## config.mk

```make
export PLATFORM = sky130hd
export DESIGN_NAME = hex_keypad_entry
export DESIGN_NICKNAME = d
export VERILOG_FILES = /design/src/rtl/keypad_pkg.sv /design/src/rtl/keypad_debounce_fsm.sv /design/src/rtl/hex_keypad_entry.sv
export SDC_FILE = /design/constraint.sdc
export NUM_CORES = 1
export LEC_CHECK = 0
export BUFFER_PORTS_ARGS = -buffer_cell sky130_fd_sc_hd__buf_2
export CAP_MARGIN = 25
export CORE_AREA = 2 2 102 104
export CTS_CLUSTER_SIZE = 24
export DETAILED_ROUTE_END_ITERATION = 10
export DIE_AREA = 0 0 104 106
export HOLD_SLACK_MARGIN = 0.03
export PLACE_DENSITY = 0.74
export SLEW_MARGIN = 20
export SYNTH_ARGS = -nofsm -noshare
export SYNTH_HDL_FRONTEND = slang
export SYNTH_SLANG_ARGS = --single-unit
export TNS_END_PERCENT = 30
```

## constraint.sdc

```tcl
create_clock -name clk -period 10 [get_ports clk]
set_input_delay 0.5 -clock clk [delete_from_list [all_inputs] [get_ports clk]]
set_output_delay 0.5 -clock clk [all_outputs]
set_load 0.02 [all_outputs]
```

## src/rtl/keypad_pkg.sv

```systemverilog
// Shared types and the key map for the scanned hex keypad.
package keypad_pkg;

    typedef enum logic [1:0] {
        IDLE     = 2'd0,
        DEBOUNCE = 2'd1,
        PRESSED  = 2'd2,
        RELEASE  = 2'd3
    } kp_state_t;

    typedef enum logic [1:0] {
        NONE   = 2'd0,
        SINGLE = 2'd1,
        MULTI  = 2'd2
    } frame_res_t;

    // Indexed {row, col}; row 3 carries *, 0, # and D.
    localparam logic [3:0] KEY_MAP [16] = '{
        4'h1, 4'h2, 4'h3, 4'hA,
        4'h4, 4'h5, 4'h6, 4'hB,
        4'h7, 4'h8, 4'h9, 4'hC,
        4'hE, 4'h0, 4'hF, 4'hD
    };

endpackage

```

## src/rtl/keypad_debounce_fsm.sv

```systemverilog
// Frame-level press/release debouncer producing one accept per keypress.
//  state    | meaning
//  IDLE     | no key held, waiting for a single-key frame
//  DEBOUNCE | counting consecutive frames of the candidate key
//  PRESSED  | key accepted, waiting for an empty frame
//  RELEASE  | counting consecutive empty frames before re-arming
module keypad_debounce_fsm
    import keypad_pkg::*;
#(
    parameter int DEBOUNCE_SCANS = 4
) (
    input  logic       clk,
    input  logic       reset,
    input  logic       frame_end_i,
    input  frame_res_t res_i,
    input  logic [3:0] code_i,
    output logic       accept_o,
    output logic       key_pressed_o
);

    localparam int CW = $clog2(DEBOUNCE_SCANS + 1);
    localparam logic [CW-1:0] CNT_MAX = CW'(DEBOUNCE_SCANS);
    localparam logic [CW-1:0] CNT_ONE = CW'(1);

    kp_state_t     state_q, state_d;
    logic [CW-1:0] cnt_q, cnt_d;
    logic [3:0]    cand_q, cand_d;
    logic          kp_q;

    always_ff @(posedge clk or posedge reset) begin
        if (reset) begin
            state_q <= IDLE;
            cnt_q   <= '0;
            cand_q  <= '0;
            kp_q    <= 1'b0;
        end else begin
            state_q <= state_d;
            cnt_q   <= cnt_d;
            cand_q  <= cand_d;
            kp_q    <= (state_d == PRESSED) || (state_d == RELEASE);
        end
    end

    always_comb begin
        state_d  = state_q;
        cnt_d    = cnt_q;
        cand_d   = cand_q;
        accept_o = 1'b0;
        if (frame_end_i) begin
            case (state_q)
                IDLE: begin
                    if (res_i == SINGLE) begin
                        cand_d = code_i;
                        cnt_d  = CNT_ONE;
                        if (CNT_MAX == CNT_ONE) begin
                            accept_o = 1'b1;
                            state_d  = PRESSED;
                        end else begin
                            state_d = DEBOUNCE;
                        end
                    end
                end
                DEBOUNCE: begin
                    if (res_i == SINGLE && code_i == cand_q) begin
                        cnt_d = cnt_q + CNT_ONE;
                        if (cnt_q + CNT_ONE == CNT_MAX) begin
                            accept_o = 1'b1;
                            state_d  = PRESSED;
                        end
                    end else begin
                        state_d = IDLE;
                    end
                end
                PRESSED: begin
                    if (res_i == NONE) begin
                        cnt_d   = CNT_ONE;
                        state_d = (CNT_MAX == CNT_ONE) ? IDLE : RELEASE;
                    end
                end
                RELEASE: begin
                    if (res_i == NONE) begin
                        cnt_d = cnt_q + CNT_ONE;
                        if (cnt_q + CNT_ONE == CNT_MAX) state_d = IDLE;
                    end else begin
                        state_d = PRESSED;
                    end
                end
                default: state_d = IDLE;
            endcase
        end
    end

    assign key_pressed_o = kp_q;

endmodule

```

## src/rtl/hex_keypad_entry.sv

```systemverilog
// 4x4 keypad scanner with frame debounce and a 6-digit hex entry register.
module hex_keypad_entry
    import keypad_pkg::*;
#(
    parameter int SCAN_COUNT     = 50_000,
    parameter int DEBOUNCE_SCANS = 4
) (
    input  logic        clk,
    input  logic        reset,
    input  logic [3:0]  row_sense,
    input  logic        clear,
    output logic [3:0]  col_drive,
    output logic        key_valid,
    output logic [3:0]  key_code,
    output logic        key_pressed,
    output logic [23:0] hex_value,
    output logic [2:0]  digit_count
);

    localparam int SW = $clog2(SCAN_COUNT);
    localparam logic [SW-1:0] SLOT_LAST = SW'(SCAN_COUNT - 1);

    logic [3:0]    row_s1_q, row_s2_q;
    logic [SW-1:0] slot_q;
    logic [1:0]    col_q;
    logic [15:0]   frame_q;
    logic          frame_end_q;
    logic          key_valid_q;
    logic [3:0]    key_code_q;
    logic [23:0]   hex_q;
    logic [2:0]    cnt_q;

    logic          sample;
    logic [4:0]    nbits;
    logic [3:0]    fr_code;
    frame_res_t    fr_res;
    logic          accept;

    assign sample = (slot_q == SLOT_LAST);

    always_ff @(posedge clk or posedge reset) begin
        if (reset) begin
            row_s1_q    <= 4'hF;
            row_s2_q    <= 4'hF;
            slot_q      <= '0;
            col_q       <= '0;
            frame_q     <= '0;
            frame_end_q <= 1'b0;
        end else begin
            row_s1_q    <= row_sense;
            row_s2_q    <= row_s1_q;
            frame_end_q <= sample && (col_q == 2'd3);
            if (sample) begin
                slot_q <= '0;
                col_q  <= col_q + 2'd1;
                for (int r = 0; r < 4; r++)
                    frame_q[r*4 + int'(col_q)] <= ~row_s2_q[r];
            end else begin
                slot_q <= slot_q + SW'(1);
            end
        end
    end

    // Last set bit supplies the code; it is only used when exactly one is set.
    always_comb begin
        nbits   = '0;
        fr_code = '0;
        for (int i = 0; i < 16; i++) begin
            if (frame_q[i]) begin
                nbits   = nbits + 5'd1;
                fr_code = KEY_MAP[i];
            end
        end
        if (nbits == 5'd0)      fr_res = NONE;
        else if (nbits == 5'd1) fr_res = SINGLE;
        else                    fr_res = MULTI;
    end

    keypad_debounce_fsm #(
        .DEBOUNCE_SCANS(DEBOUNCE_SCANS)
    ) u_fsm (
        .clk          (clk),
        .reset        (reset),
        .frame_end_i  (frame_end_q),
        .res_i        (fr_res),
        .code_i       (fr_code),
        .accept_o     (accept),
        .key_pressed_o(key_pressed)
    );

    always_ff @(posedge clk or posedge reset) begin
        if (reset) begin
            key_valid_q <= 1'b0;
            key_code_q  <= '0;
            hex_q       <= '0;
            cnt_q       <= '0;
        end else begin
            key_valid_q <= accept;
            if (accept) key_code_q <= fr_code;
            if (clear) begin
                hex_q <= '0;
                cnt_q <= '0;
            end else if (accept) begin
                hex_q <= {hex_q[19:0], fr_code};
                if (cnt_q != 3'd6) cnt_q <= cnt_q + 3'd1;
            end
        end
    end

    assign col_drive   = ~(4'b0001 << col_q);
    assign key_valid   = key_valid_q;
    assign key_code    = key_code_q;
    assign hex_value   = hex_q;
    assign digit_count = cnt_q;

endmodule

```

== Word level (Yosys, flattened, before mapping) ==
Cells that the tools add are included.

* Register bits after elaboration: 85
* Latch bits: 0
* Memory bits (writable): 0
* Memory bits (read-only): 0
* Input port bits: 7
* Output and inout bits: 37
* Word-level logic and storage cells: 150
* Memories kept: 0

* Add/subtract/negate cells: 22
* $mul: 0
* Div/mod/pow operators: 0
* Magnitude comparators: 8
* Eq/ne operators: 16
* Shifts and indexed selects: 1
* Muxes and demuxes: 69
* Bitwise gates (word level): 5
* Reduce and logical (&&, ||, !) cells: 15

{| class="wikitable"
|+ Operator list
! kind !! count
|-
| $add A5 B1 Y5 const B || 15
|-
| $mux W5 || 15
|-
| $bwmux W16 || 4
|-
| $mux W4 || 15
|-
| $mux W24 || 2
|-
| $mux W3 || 7
|-
| $mux W2 || 9
|-
| $add A16 B1 Y16 const B || 1
|-
| $eq A16 B16 Y1 const B || 1
|-
| $mux W16 || 1
|-
| $demux W1 S4 || 3
|-
| $pmux W3 S4 || 1
|-
| $add A4 B2 Y5 const A || 2
|-
| $eq A2 B2 Y1 const B || 5
|-
| $ge A5 B1 Y1 const B || 2
|-
| $lt A5 B5 Y1 const B || 2
|-
| $mux W1 || 10
|-
| $ne A2 B1 Y1 const B || 4
|-
| $pmux W2 S4 || 1
|-
| $add A3 B1 Y3 const B || 2
|-
| $logic_and A1 B1 Y1 || 6
|-
| $eq A5 B1 Y1 const B || 1
|-
| $logic_not A5 Y1 || 1
|-
| $lt A2 B5 Y1 const B || 1
|-
| other kinds (19) || 25
|}

== Logic depth before layout (Yosys ltp) ==
Gate-level depths: netlist (run 1).

* Word-level depth: 41
* Gate-level depth with buffers: 52
* Mapped depth without buffers: 50

== Modules after synthesis ==
Synthesis (run 1) repeated with hierarchy kept, for this count alone.

* Cells, all modules: 541
* Area total of the unflattened synthesis: 5,271.3 um^2

{| class="wikitable"
|+ By module, submodules not included
! module !! times used !! cells an instance !! area each (um^2) !! seq. area each (um^2)
|-
| hex_keypad_entry || 1 || 492 || 4,715.8 || 1,886.8
|-
| keypad_debounce_fsm || 1 || 49 || 555.5 || 250.2
|}

== Worst setup path before layout (run 1) ==
No wires, ideal clock.

* Path kind: flip-flop to flip-flop
* Start point: reg frame_q[0]
* End point: reg cnt_q[0], in the netlist digit_count[0]
* Setup time: 125 ps
* Data arrival time: 9,390 ps
* Data required time: 9,875 ps
* Path slack: 486 ps
* Stages on the path, launching flop included: 48
* Path buffers: 1
* Clock period less this slack: 9,514 ps
* Cells stage by stage: dfrtp_1 > ha_1 > or2_1 > nand2_1 > inv_1 > ha_1 > nand2_1 > o21ai_0 > ha_1 > mux2_2 > ha_1 > a32o_1 > or2_2 > ha_1 > nand2b_1 > o21a_1 > ha_1 > mux2_2 > [12 not listed] > mux2_2 > ha_1 > a21oi_1 > nor2_1 > ha_1 > nand2_1 > o31ai_1 > ha_1 > mux2_2 > ha_1 > nor2b_1 > a21oi_1 > nor3_1 > and2_1 > nand3_1 > buf_4 > a21oi_1 > mux2_2

* Word-level cells in the longest chain between the ends: 41
* Elaborated cells between the ends (all ways): 59
* Those cells by class: add/sub: 15; eq/ne: 3; mux: 37; reduce/logical: 4

{| class="wikitable"
|+ RTL lines
! item !! line !! source
|-
| start: declaration || hex_keypad_entry.sv:26 || <nowiki>logic [15:0] frame_q;</nowiki>
|-
| start signal: indexed assignment || hex_keypad_entry.sv:57 || <nowiki>frame_q[r*4 + int'(col_q)] <= ~row_s2_q[r];</nowiki>
|-
| $mux W1 || hex_keypad_entry.sv:69 || <nowiki>if (frame_q[i]) begin</nowiki>
|-
| $add A5 B1 Y5 || hex_keypad_entry.sv:70 || <nowiki>nbits = nbits + 5'd1;</nowiki>
|-
| $mux W5 || hex_keypad_entry.sv:69 ||
|-
| $add A5 B1 Y5 || hex_keypad_entry.sv:70 ||
|-
| $mux W5 || hex_keypad_entry.sv:69 ||
|-
| $add A5 B1 Y5 || hex_keypad_entry.sv:70 ||
|-
| $mux W5 || hex_keypad_entry.sv:69 ||
|-
| $add A5 B1 Y5 || hex_keypad_entry.sv:70 ||
|-
| [25 not listed] || - ||
|-
| $mux W2 || hex_keypad_entry.sv:74 || <nowiki>if (nbits == 5'd0) fr_res = NONE;</nowiki>
|-
| $eq A2 B1 Y1 || keypad_debounce_fsm.sv:64 || <nowiki>if (res_i == SINGLE && code_i == cand_q) begin</nowiki>
|-
| $logic_and A1 B1 Y1 (*) || keypad_debounce_fsm.sv:64 ||
|-
| $mux W1 (*) || keypad_debounce_fsm.sv:64 ||
|-
| $mux W1 (*) || keypad_debounce_fsm.sv:50 || <nowiki>case (state_q)</nowiki>
|-
| $mux W1 (*) || keypad_debounce_fsm.sv:49 || <nowiki>if (frame_end_i) begin</nowiki>
|-
| $reduce_bool A2 Y1 (no line) (*) || - ||
|-
| $reduce_and A2 Y1 (no line) (*) || - ||
|-
| end signal: assignment || hex_keypad_entry.sv:105 || <nowiki>if (cnt_q != 3'd6) cnt_q <= cnt_q + 3'd1;</nowiki>
|-
| end: declaration || hex_keypad_entry.sv:31 || <nowiki>logic [2:0] cnt_q;</nowiki>
|}

Mark *: on every way between the ends. The rest lies on a longest branch, timed or not.
A chain may end at the register's enable or synchronous reset.

== Worst setup path in the final report (run 1) ==
* Start point: reg frame_q[1]
* End point: reg u_fsm.cand_q[2]

* Word-level cells in the longest chain between the ends: 34
* Elaborated cells between the ends (all ways): 35
* Those cells by class: add/sub: 14; eq/ne: 2; mux: 17; reduce/logical: 2

{| class="wikitable"
|+ RTL lines
! item !! line !! source
|-
| $mux W5 (*) || hex_keypad_entry.sv:69 ||
|-
| $add A5 B1 Y5 || hex_keypad_entry.sv:70 ||
|-
| $mux W5 (*) || hex_keypad_entry.sv:69 ||
|-
| $add A5 B1 Y5 || hex_keypad_entry.sv:70 ||
|-
| $mux W5 (*) || hex_keypad_entry.sv:69 ||
|-
| $add A5 B1 Y5 || hex_keypad_entry.sv:70 ||
|-
| $mux W5 (*) || hex_keypad_entry.sv:69 ||
|-
| $add A5 B1 Y5 || hex_keypad_entry.sv:70 ||
|-
| [18 not listed] || - ||
|-
| $mux W5 (*) || hex_keypad_entry.sv:69 ||
|-
| $add A5 B1 Y5 || hex_keypad_entry.sv:70 ||
|-
| $mux W5 (*) || hex_keypad_entry.sv:69 ||
|-
| $eq A5 B1 Y1 || hex_keypad_entry.sv:75 || <nowiki>else if (nbits == 5'd1) fr_res = SINGLE;</nowiki>
|-
| $mux W2 || hex_keypad_entry.sv:75 ||
|-
| $mux W2 (*) || hex_keypad_entry.sv:74 ||
|-
| $eq A2 B1 Y1 (*) || keypad_debounce_fsm.sv:52 || <nowiki>if (res_i == SINGLE) begin</nowiki>
|-
| $reduce_and A3 Y1 (no line) (*) || - ||
|-
| end signal: assignment || keypad_debounce_fsm.sv:39 || <nowiki>cand_q <= cand_d;</nowiki>
|-
| end: declaration || keypad_debounce_fsm.sv:27 || <nowiki>logic [3:0] cand_q, cand_d;</nowiki>
|}

Marked as above.

==> results of run 1 <==
worst min path at each step:
stage	cells past startpoint	startpoint	end	slack (ns)
floorplan	0	row_s1_q[0]$_DFF_PP1_	row_s2_q[0]$_DFF_PP1_	0.35
global placement	0	row_s1_q[1]$_DFF_PP1_	row_s2_q[1]$_DFF_PP1_	0.35
detailed placement	0	row_s1_q[3]$_DFF_PP1_	row_s2_q[3]$_DFF_PP1_	0.35
CTS	1	row_sense[3]	row_s1_q[3]$_DFF_PP1_	0.23
global route	1	row_sense[3]	row_s1_q[3]$_DFF_PP1_	0.22
finish	1	row_sense[3]	row_s1_q[3]$_DFF_PP1_	0.25
sequential cells by signal, indices dropped and copies added (netlist names), 2 cells and up, named ones only:
register / flops
hex_value: 24
slot_q: 16
u_fsm.cnt_q: 3
u_fsm.cand_q: 4
row_s1_q: 4
key_code: 4
row_s2_q: 4
frame_q: 16
digit_count: 3
col_q: 2
cell usage in the layout (no fill, tap or decap), types with 9 or more instances in the layout:
master    netlist  layout
nor2_1         81      81
xnor2_1        35      34
nor3_1         10       9
ha_1           25      20
nand2_1        48      44
inv_1          22      20
clkbuf_8        0       9
xor2_1         18      17
mux2i_1        26      26
buf_2           8      43
buf_4           2      19
nand3_1        13      12
o21ai_0        24      22
a21oi_1        24      21
dfrtp_1        76      76
metrics by stage:
stage                     total power, µW  setup slack, ns  area (µm²)
after floorplan                     356.2           0.4858        5375
after global placement              359.9           0.2066        5665
after detailed placement            360.1          -0.2918        5665
after CTS                           611.8         -0.02462        5942
after global routing                627.3          -0.2047        6163
final                               605.1           0.2014        6163
cell families after synthesis:
family          count (synthesis)
simple gates                  205
compound gates                 90
flops                          84
xor+xnor                       67
buf+inv                        53
mux                            37
fa+ha+maj                      25
power breakdown:
part / internal (µW) / leakage, µW / switching, µW
registers: 342 / 0.00113 / 1.15
clock network: 141 / 0.000102 / 111
logic: 1.36 / 0.00187 / 8.07
total: 485 / 0.00311 / 120
cell type report:
class | count | share of cell area (%)
Sequential cell | 84 | 34.27
Clock buffer | 13 | 2.253
Clock inverter | 3 | 1.056
Multi-Input combinational cell | 424 | 51.97
Tap cell | 136 | 2.761
Inverter | 24 | 1.523
Timing Repair Buffer | 64 | 6.171
what timing repair did:
| action | 4_1_cts | 5_1_grt |
|---|---|---|
| setup endpoints to repair | 37 | 41 |
| hold buffers | 0 | 0 |
| setup buffers | 3 | 12 |
| gates resized for setup | 11 | 26 |
| pin swaps | 3 | 15 |
critical path, delay by kind of cell (launching register included):
family / cells / cell delay (ns)
xor+xnor: 2 / 0.42
flops: 1 / 0.40
buf+inv: 2 / 0.20
simple gates: 10 / 2.15
fa+ha+maj: 13 / 3.72
compound gates: 10 / 1.35
mux: 5 / 1.48
layer usage:
metal | GRT usage (%) | routed length [µm] | vias up
met3 | 4.108 | 371 | 12
li1 | - | - | 2007
met2 | 33.22 | 5477 | 79
met5 | 0 | 0 | -
met4 | 5.888 | 119 | 0
met1 | 25.61 | 5000 | 2038
==> reports/results.txt, run 1 <==
status -> completed
XOR/XNOR share of the synthesized area -> 14.01%
Mapped Cells -> 561
worst-margin pin slew -> 0.7114 ns
hold_ws -> 0.2469 ns
Synth Area in Compound Gates -> 11.15%
PD cells -> 98.18 mW/mm²
Core Util, Final -> 61.64%
highest clock rate -> 102.1 MHz
# rows -> 37
drt wl/cell -> 14.66 µm
antenna violations before repair -> 0
Routed Wire Length -> 10970 µm
Starting DRT DRC Count -> 181
Worst Setup SP -> frame_q[1]$_DFFE_PP0P_
fin. max-slew vios -> 0
synth cell count leaders -> 81 x nor2_1, 76 x dfrtp_1, 48 x nand2_1
vias -> 4136
cells on worst reg2reg path -> 42
DIE AREA -> 0.01102 mm²
Synth Area in Simple Gates -> 17.95%
die height -> 106 µm
Die Wd -> 104 µm
total of max-cap violations -> 0
number of setup violations in the final report -> 0
Synth warnings -> 0
Initial Utilization -> 53.75%
share of the synthesized area in the top cell type -> 35.38%
Final Non-Filler Cells -> 748
Synth Area in Adders -> 5.819%
maximum vdd drop -> 140.1 µV
Overflow after GRT -> 0
DRC viols -> 0
detail-routed via count per cell -> 5.529
DR pass1 iterations -> 5
Root Driver -> clkbuf_8
mux cell area share after synthesis -> 7.472%
Worst Setup EP -> u_fsm.cand_q[2]$_DFFE_PP0P_
WP data arrival -> 10.03 ns
Max Fanout on Critical Path -> 6
Netlist cell types -> 70
sequential cell area -> 0.002112 mm²
min Tclk post-route -> 9.799 ns
Final ANT Viol Nets -> 0
mapped cell area -> 0.005375 mm²
core area -> 0.01000 mm²
dpl hpwl -> 7418 µm
clock sinks -> 84
worst r2r src -> frame_q[1]$_DFFE_PP0P_
Hold Vio Cnt, Final -> 0
vias in the first global route -> 3993
Worst setup SP type -> flip-flop
# fillers -> 838
P_leak -> 0.003108 µW
slowest CP cell -> or4_4
Total GRT Usage -> 19.66%
CP most frequent cell -> ha_1
FFs w/ async S/R, synth -> 100.0%
clk slew on worst S/H paths -> 0.08 ns
reg-to-reg slack, setup -> 0.20 ns
Syn Nets -> 593
Synth area leader -> dfrtp_1
Nets -> 639
Yosys reg bits -> 84
Min-Delay Path Class -> in2reg
clock tree buffer depth -> 2
share of cells above drive strength 1 -> 22.88%
number of flops mapped to enable cells by yosys -> 0
DP Cell Count -> 717
Synth area leaders -> dfrtp_1 35%, ha_1 5.8%, xnor2_1 5.7%
clock latency on the worst-skew pair -> 0.35 ns
average size of a mapped cell -> 9.581 µm²
largest family of logic cells by synthesized area -> simple AND/OR/NAND/NOR gates
Required @ worst endpoint -> 10.23 ns
Crit path largest cell delay -> 0.61 ns
period utilization -> 97.99%
largest net degree at the start of global routing -> 85
TritonCTS clock tree -> yes
gpl congestion -> 0.8626
global-route wire length before repair -> 18110 µm
Setup Skew -> 0.009210 ns
Layout area overhead -> 14.66%
Post-synth top flop -> dfrtp_1
Worst setup EP type -> flip-flop
Fin Setup TNS -> 0 ns
Rel. slew slack -> 51.96%
Num CTS Buffers -> 9
WS Path Type -> reg2reg
register area share after synthesis -> 39.29%
area of the multi-input gates -> 0.003203 mm²
Port Buffers -> 43
H-Tree Depth -> 3
most common cell in the netlist -> nor2_1
IO Pins -> 44
number of diodes -> 0
worst r2r dst -> u_fsm.cand_q[2]$_DFFE_PP0P_
Power figures use the tool's default switching activity.
==> run 2: changes to the inputs <==
--- a/config.mk
+++ b/config.mk
@@ -7,14 +7,15 @@
 export LEC_CHECK = 0
 export BUFFER_PORTS_ARGS = -buffer_cell sky130_fd_sc_hd__buf_2
 export CAP_MARGIN = 25
-export CORE_AREA = 2 2 102 104
+export CORE_AREA = 2 2 101 103
 export CTS_CLUSTER_SIZE = 24
 export DETAILED_ROUTE_END_ITERATION = 10
-export DIE_AREA = 0 0 104 106
+export DIE_AREA = 0 0 103 105
 export HOLD_SLACK_MARGIN = 0.03
 export PLACE_DENSITY = 0.74
 export SLEW_MARGIN = 20
 export SYNTH_ARGS = -nofsm -noshare
 export SYNTH_HDL_FRONTEND = slang
+export SYNTH_HIERARCHICAL = 1
 export SYNTH_SLANG_ARGS = --single-unit
 export TNS_END_PERCENT = 30
==> run 2 against run 1 <==
Compared with the run above:
- sequential power grew 1%
- via count shrank 1.9%
- non-clock buffer count grew 16
- total power grew 1.2%
- worst setup slack gained 0.043 ns
- register-to-register slack gained 0.04 ns
- clock power is essentially flat
- critical path type unchanged
- largest cell class unchanged
- largest power group unchanged
==> reports/results.txt, run 2 <==
Synth area leaders -> dfrtp_1 37%, ha_1 5.9%, mux2i_1 5.3%
clock latency on the worst-skew pair -> 0.34 ns (about the same)
synth cell count leaders -> 77 x dfrtp_1, 74 x nor2_1, 35 x nand2_1
IO Pins -> 44 (unchanged)
post-cts hold buffer count -> 0 (unchanged)
clk slew on worst S/H paths -> 0.09 ns (about the same)
period utilization -> 97.56% (-0.43 points)
total of max-cap violations -> 0 (unchanged)
setup ws final -> 0.2443 ns (+0.04297 ns)
FFs w/ async S/R, synth -> 100.0% (unchanged)
dpl ws -> -0.3580 ns (-0.06627 ns)
Rel. slew slack -> 53.36% (+1.4 points)
placed cell areas -> 0.005592 mm² (-1.3%)
Num CTS Buffers -> 9 (unchanged)
Port Buffers -> 43 (unchanged)
Yosys reg bits -> 85 (+1.2%)
worst r2r dst -> hex_value[11]$_DFFE_PP0P_
CP delay by family, top -> adder cells
PD cells -> 97.76 mW/mm² (-0.42%)
Starting DRT DRC Count -> 130 (-28%)
Int Power -> 487.4 µW (+0.58%)
share of the synthesized area in the top cell type -> 36.55% (+1.2 points)
average size of a mapped cell -> 9.744 µm² (+1.7%)
Netlist cell types -> 72 (+2.9%)
share of total power in the clock network -> 41.7% (about the same)
Worst Setup EP -> hex_value[11]$_DFFE_PP0P_
# fillers -> 767 (-8.5%)
reg-to-reg slack, setup -> 0.24 ns (+0.04 ns)
sw frac -> 20.43% (+0.52 points)
Syn Nets -> 573 (-3.4%)
Root Driver -> clkbuf_8
Overflow after GRT -> 0 (unchanged)
number of setup violations in the final report -> 0 (unchanged)
slowest CP cell -> dfrtp_1
DIE AREA -> 0.01082 mm² (-1.9%)
Worst Setup SP -> frame_q[1]$_DFFE_PP0P_
most frequent cells in the layout -> 76 x dfrtp_1, 73 x nor2_1, 43 x buf_2, 33 x buf_4, 31 x nand2_1
CP most frequent cell -> buf_4
Final Instance Area -> 0.006266 mm² (+1.7%)
worst r2r src -> frame_q[1]$_DFFE_PP0P_
WP buf/inv -> 18 (+16)
drt wl/cell -> 14.94 µm (+1.9%)
WP data arrival -> 9.96 ns (-0.07 ns)
Synth warnings -> 6 (+6)
DRC viols -> 0 (unchanged)
Max Fanout on Critical Path -> 10 (+4)
clock tree buffer depth -> 2 (unchanged)
# rows -> 36 (-2.7%)
maximum vdd drop -> 94.49 µV (-33%)
Hold Vio Cnt, Final -> 0 (unchanged)
gpl congestion -> 0.8254 (-4.3%)
cells on worst reg2reg path -> 57 (+36%)
fin. max-slew vios -> 0 (unchanged)
P_leak -> 0.002945 µW (-5.3%)
DP Cell Count -> 695 (-3.1%)
Setup Skew -> 0.01664 ns (+0.007427 ns)
min Tclk post-route -> 9.756 ns (-0.04297 ns)
most common cell in the netlist -> dfrtp_1
register area share after synthesis -> 40.54% (+1.2 points)
Min-Delay Path Class -> in2async
detail-routed via count per cell -> 5.478 (-0.93%)
Net Switching -> 125.1 µW (+3.9%)
vias in the first global route -> 3961 (-0.80%)
Final Non-Filler Cells -> 741 (-0.94%)
highest clock rate -> 102.5 MHz (+0.44%)
clock sinks -> 85 (+1.2%)
die height -> 105 µm (-0.94%)
mapped cell area -> 0.005271 mm² (-1.9%)
global-route wire length before repair -> 17960 µm (-0.84%)
sequential cell area -> 0.002138 mm² (+1.2%)
Die Wd -> 103 µm (-0.96%)
Final ANT Viol Nets -> 0 (unchanged)
core area -> 0.009639 mm² (-3.6%)
register share of total power -> 56.8% (about the same)
Synth area leader -> dfrtp_1
Nets -> 635 (-0.63%)
Post-synth top flop -> dfrtp_1
Total GRT Usage -> 20.18% (+0.52 points)
Largest register FFs -> 24 (unchanged)
Initial Utilization -> 54.69% (+0.93 points)
WS Path Type -> reg2reg
Pwr Total -> 612.6 µW (+1.2%)
TritonCTS clock tree -> yes
Routed Wire Length -> 11070 µm (+0.97%)
Crit path largest cell delay -> 0.41 ns (-0.20 ns)
combinational share of power -> 1.6% (about the same)
number of flops mapped to enable cells by yosys -> 0 (unchanged)
critical path depth in cells -> 57 (+36%)
status -> completed
DR pass1 iterations -> 4 (-1)
area of the multi-input gates -> 0.003123 mm² (-2.5%)
largest net degree at the start of global routing -> 59 (-31%)
Worst setup EP type -> flip-flop
Layout area overhead -> 18.87%
commonest non-fill, non-tap cell in the layout -> dfrtp_1
share of cells above drive strength 1 -> 28.29% (+5.4 points)
Required @ worst endpoint -> 10.21 ns (-0.02 ns)
Worst setup SP type -> flip-flop
antenna violations before repair -> 0 (unchanged)
H-Tree Depth -> 3 (unchanged)
vias -> 4059 (-1.9%)
dpl hpwl -> 7268 µm (-2.0%)
number of diodes -> 0 (unchanged)
Mapped Cells -> 541 (-3.6%)
worst-margin pin slew -> 0.6906 ns (-0.02079 ns)
[run 2: worst min path at each step]
| stage | start | end | slack, ns |
|---|---|---|---|
| after floorplan | reset | u_fsm/cand_q[0]$_DFFE_PP0P_ | 0.34 |
| after global placement | row_s1_q[2]$_DFF_PP1_ | row_s2_q[2]$_DFF_PP1_ | 0.35 |
| after detailed placement | row_s1_q[0]$_DFF_PP1_ | row_s2_q[0]$_DFF_PP1_ | 0.35 |
| after CTS | reset | key_valid$_DFF_PP0_ | 0.13 |
| after global routing | reset | key_valid$_DFF_PP0_ | 0.16 |
| final | reset | key_valid$_DFF_PP0_ | 0.13 |
[run 2: cell families after synthesis]
logic type / Yosys count / synth area share (%)
buffers and inverters: 56 / 4.439
AND/OR/NAND/NOR: 188 / 17.18
adder cells (fa/ha/maj): 25 / 5.934
multiplexers: 33 / 6.385
XOR/XNOR: 67 / 14.31
flip-flops: 85 / 40.54
AO/OA/AOI/OAI: 87 / 11.20
[run 2: power groups by stage]
stage / Clock, µW / Sequential (µW) / Combinational [µW]
floorplan: 0 / 354 / 6.51
global placement: 0 / 354 / 10.0
detailed placement: 0 / 354 / 10.3
CTS: 260 / 348 / 10.2
global route: 277 / 348 / 11.5
finish: 255 / 348 / 9.63
[run 2: area by class of cell]
type / instances / share of cell area, %
clock buffers: 11 / 2.097
clock inverters: 5 / 1.198
inverters: 27 / 1.617
multi-input cells: 400 / 49.84
flip-flops and latches: 85 / 34.13
well taps: 133 / 2.656
repair buffers: 80 / 8.466
[run 2: timing repair]
action                     in CTS  in global routing
cloned                          1                  1
pin swaps                       3                 12
resized for setup              10                 43
buffers inserted               18                 11
setup endpoints to repair      41                 42
[run 2: per-layer routing]
metal / GRT usage [%] / vias up / share of wire [%]
met2: 32.10 / 78 / 49
met3: 2.809 / 26 / 3.2
met4: 6.955 / 0 / 2.3
li1: - / 1978 / -
met5: 0 / - / 0
met1: 28.11 / 1977 / 46
[run 2: stage by stage]
| stage | utilization, % | setup TNS (ns) | hold WS [ns] |
|---|---|---|---|
| floorplan | - | -1.341 | 0.3402 |
| finish | 65.01 | 0 | 0.1301 |
| detailed placement | 58.01 | -8.938 | 0.3476 |
| CTS | 62.21 | 0 | 0.1321 |
| global route | 65.01 | -4.107 | 0.1558 |
| global placement | 58.01 | 0 | 0.3457 |
==> run 3: changes to the inputs <==
--- a/config.mk
+++ b/config.mk
@@ -7,10 +7,12 @@
 export LEC_CHECK = 0
 export BUFFER_PORTS_ARGS = -buffer_cell sky130_fd_sc_hd__buf_2
 export CAP_MARGIN = 25
-export CORE_AREA = 2 2 101 103
+export CELL_PAD_IN_SITES_DETAIL_PLACEMENT = 0
+export CELL_PAD_IN_SITES_GLOBAL_PLACEMENT = 1
+export CORE_AREA = 2 2 114 116
 export CTS_CLUSTER_SIZE = 24
 export DETAILED_ROUTE_END_ITERATION = 10
-export DIE_AREA = 0 0 103 105
+export DIE_AREA = 0 0 116 118
 export HOLD_SLACK_MARGIN = 0.03
 export PLACE_DENSITY = 0.74
 export SLEW_MARGIN = 20
==> constraint.sdc (replaced) <==
create_clock -name clk -period 10 [get_ports clk]
set_input_delay 0.5 -clock clk [delete_from_list [all_inputs] [get_ports clk]]
set_output_delay 0.5 -clock clk [all_outputs]
set_load 0.1 [all_outputs]
==> run 3 against run 2 <==
Compared with the run above:
- worst setup slack gained 0.37 ns
- clock skew is 0.0080 ns lower
- final cell count up 3.0%
- non-clock buffer count fell by 17
- critical endpoint is now hex_value[21]$_DFFE_PP0P_
- largest cell class unchanged
==> reports/results.txt, run 3 (same netlist as run 2, synthesis figures left out) <==
Overflow after GRT -> 0 (unchanged)
Int Power -> 548.8 µW (+13%)
Required @ worst endpoint -> 10.20 ns (about the same)
TritonCTS clock tree -> yes
area of the multi-input gates -> 0.003068 mm² (-1.8%)
core area -> 0.01241 mm² (+29%)
Num CTS Buffers -> 9 (unchanged)
P_leak -> 0.002882 µW (-2.1%)
share of total power in the clock network -> 47.6% (+5.9 points)
gpl congestion -> 0.7789 (-5.6%)
clock sinks -> 85 (unchanged)
detail-routed via count per cell -> 5.097 (-7.0%)
Starting DRT DRC Count -> 105 (-19%)
clock tree buffer depth -> 2 (unchanged)
WP data arrival -> 9.59 ns (-0.37 ns)
vias -> 3889 (-4.2%)
Die Wd -> 116 µm (+13%)
total of max-cap violations -> 0 (unchanged)
cells on worst reg2reg path -> 55 (-3.5%)
Final ANT Viol Nets -> 0 (unchanged)
post-cts hold buffer count -> 0 (unchanged)
largest net degree at the start of global routing -> 76 (+29%)
combinational share of power -> 1.6% (about the same)
# rows -> 41 (+14%)
H-Tree Depth -> 3 (unchanged)
slowest CP cell -> dfrtp_1
commonest non-fill, non-tap cell in the layout -> dfrtp_1
Final Instance Area -> 0.006236 mm² (-0.48%)
drt wl/cell -> 13.83 µm (-7.5%)
worst r2r dst -> hex_value[21]$_DFFE_PP0P_
IO Pins -> 44 (unchanged)
Total GRT Usage -> 16.04% (-4.1 points)
Min-Delay Path Class -> in2async
Initial Utilization -> 42.46% (-12 points)
register share of total power -> 50.8% (-6.0 points)
highest clock rate -> 106.5 MHz (+3.9%)
number of diodes -> 0 (unchanged)
placed cell areas -> 0.005655 mm² (+1.1%)
Worst setup SP type -> flip-flop
Max Fanout on Critical Path -> 18 (+8)
sequential cell area -> 0.002138 mm² (unchanged)
DR pass1 iterations -> 4 (unchanged)
WS Path Type -> reg2reg
share of cells above drive strength 1 -> 25.04% (-3.2 points)
Hold Vio Cnt, Final -> 0 (unchanged)
fin. max-slew vios -> 0 (unchanged)
period utilization -> 93.88% (-3.7 points)
# fillers -> 1208 (+57%)
die height -> 118 µm (+12%)
min Tclk post-route -> 9.388 ns (-0.3676 ns)
dpl hpwl -> 7420 µm (+2.1%)
Routed Wire Length -> 10550 µm (-4.7%)
Layout area overhead -> 18.30%
Rel. slew slack -> 46.37% (-7.0 points)
Setup Skew -> 0.008666 ns (-0.007971 ns)
Root Driver -> clkbuf_16
Crit path largest cell delay -> 0.41 ns (about the same)
number of setup violations in the final report -> 0 (unchanged)
vias in the first global route -> 3833 (-3.2%)
sw frac -> 19.92% (-0.50 points)
worst-margin pin slew -> 0.7940 ns (+0.1035 ns)
Port Buffers -> 43 (unchanged)
reg-to-reg slack, setup -> 0.61 ns (+0.37 ns)
Fin Setup TNS -> 0 ns (unchanged)
PD cells -> 109.9 mW/mm² (+12%)
Worst setup EP type -> flip-flop
worst r2r src -> frame_q[0]$_DFFE_PP0P_
DIE AREA -> 0.01369 mm² (+27%)
Largest register FFs -> 24 (unchanged)
CP most frequent cell -> ha_1
Nets -> 618 (-2.7%)
DRC viols -> 0 (unchanged)
maximum vdd drop -> 111.1 µV (+18%)
antenna violations before repair -> 0 (unchanged)
Net Switching -> 136.5 µW (+9.1%)
status -> completed
most frequent cells in the layout -> 76 x dfrtp_1, 73 x nor2_1, 43 x buf_2, 32 x nand2_1
clock latency on the worst-skew pair -> 0.33 ns (about the same)
clk slew on worst S/H paths -> 0.06 ns (-0.03 ns)
global-route wire length before repair -> 18170 µm (+1.2%)
## run 3: changes by cell type in the layout (fill, tap and decap cells not counted), moves of 3 or more
cell	before	now
clkbuf_8	9	1
buf_4	33	16
clkbuf_16	1	10
mux2i_2	3	0
mux2i_1	25	28
## run 3: critical path: cells and delay by family, from the launching register on
kind	cells	cell delay, ns
compound gates	16	2.29
buf+inv	7	0.62
simple gates	13	1.28
flops	1	0.41
fa+ha+maj	14	3.71
xor+xnor	2	0.29
mux	3	0.63
## run 3: layer usage
layer	GRT usage [%]	vias to the layer above	wire length [µm]
met5	0	-	0
met3	3.450	7	367
met1	22.31	1881	5018
met2	25.07	58	5067
met4	4.762	0	96
li1	-	1943	-
## run 3: repair_timing
item | 4_1_cts | 5_1_grt
pin swaps | 2 | 17
setup endpoints to repair | 30 | 42
gates cloned | 0 | 1
buffers inserted | 2 | 7
resized for setup | 4 | 38
## run 3: worst max path at each step
stage	start	slack, ns	depth (start not counted)	endpoint
after global routing	frame_q[0]$_DFFE_PP0P_	-0.05	55	hex_value[21]$_DFFE_PP0P_
final	frame_q[0]$_DFFE_PP0P_	0.61	55	hex_value[21]$_DFFE_PP0P_
after detailed placement	frame_q[0]$_DFFE_PP0P_	-0.22	54	digit_count[1]$_DFFE_PP0P_
after global placement	frame_q[0]$_DFFE_PP0P_	0.18	54	digit_count[1]$_DFFE_PP0P_
after CTS	frame_q[0]$_DFFE_PP0P_	0.02	54	digit_count[1]$_DFFE_PP0P_
after floorplan	frame_q[0]$_DFFE_PP0P_	-0.15	55	hex_value[5]$_DFFE_PP0P_
## run 3: layout make-up
| type | instances | share of cell area (%) |
|---|---|---|
| Multi-Input combinational cell | 400 | 49.20 |
| Timing Repair Buffer | 63 | 6.722 |
| Tap cell | 172 | 3.451 |
| Clock inverter | 4 | 0.7624 |
| Sequential cell | 85 | 34.29 |
| Clock buffer | 12 | 3.953 |
| Inverter | 27 | 1.625 |
## run 3: power by group through the flow
stage / registers (µW) / logic, µW / clock network [µW]
2_1_floorplan: 354 / 6.51 / 0
3_3_place_gp: 354 / 10.1 / 0
3_5_place_dp: 354 / 10.3 / 0
4_1_cts: 348 / 10.4 / 337
5_1_grt: 348 / 12.9 / 348
6_report: 348 / 11.1 / 326
## run 3: per-stage QoR
step / utilization [%] / std cells / hold slack (ns) / total power, µW / setup slack, ns
finish: 50.23 / 763 / 0.1685 / 685.3 / 0.6120
CTS: 48.17 / 754 / 0.1699 / 695.2 / 0.02113
global placement: 45.56 / 736 / 0.3459 / 364.4 / 0.1839
detailed placement: 45.56 / 736 / 0.3472 / 364.6 / -0.2194
floorplan: - / 541 / 0.3402 / 360.4 / -0.1472
global route: 50.23 / 763 / 0.1938 / 709.0 / -0.04975
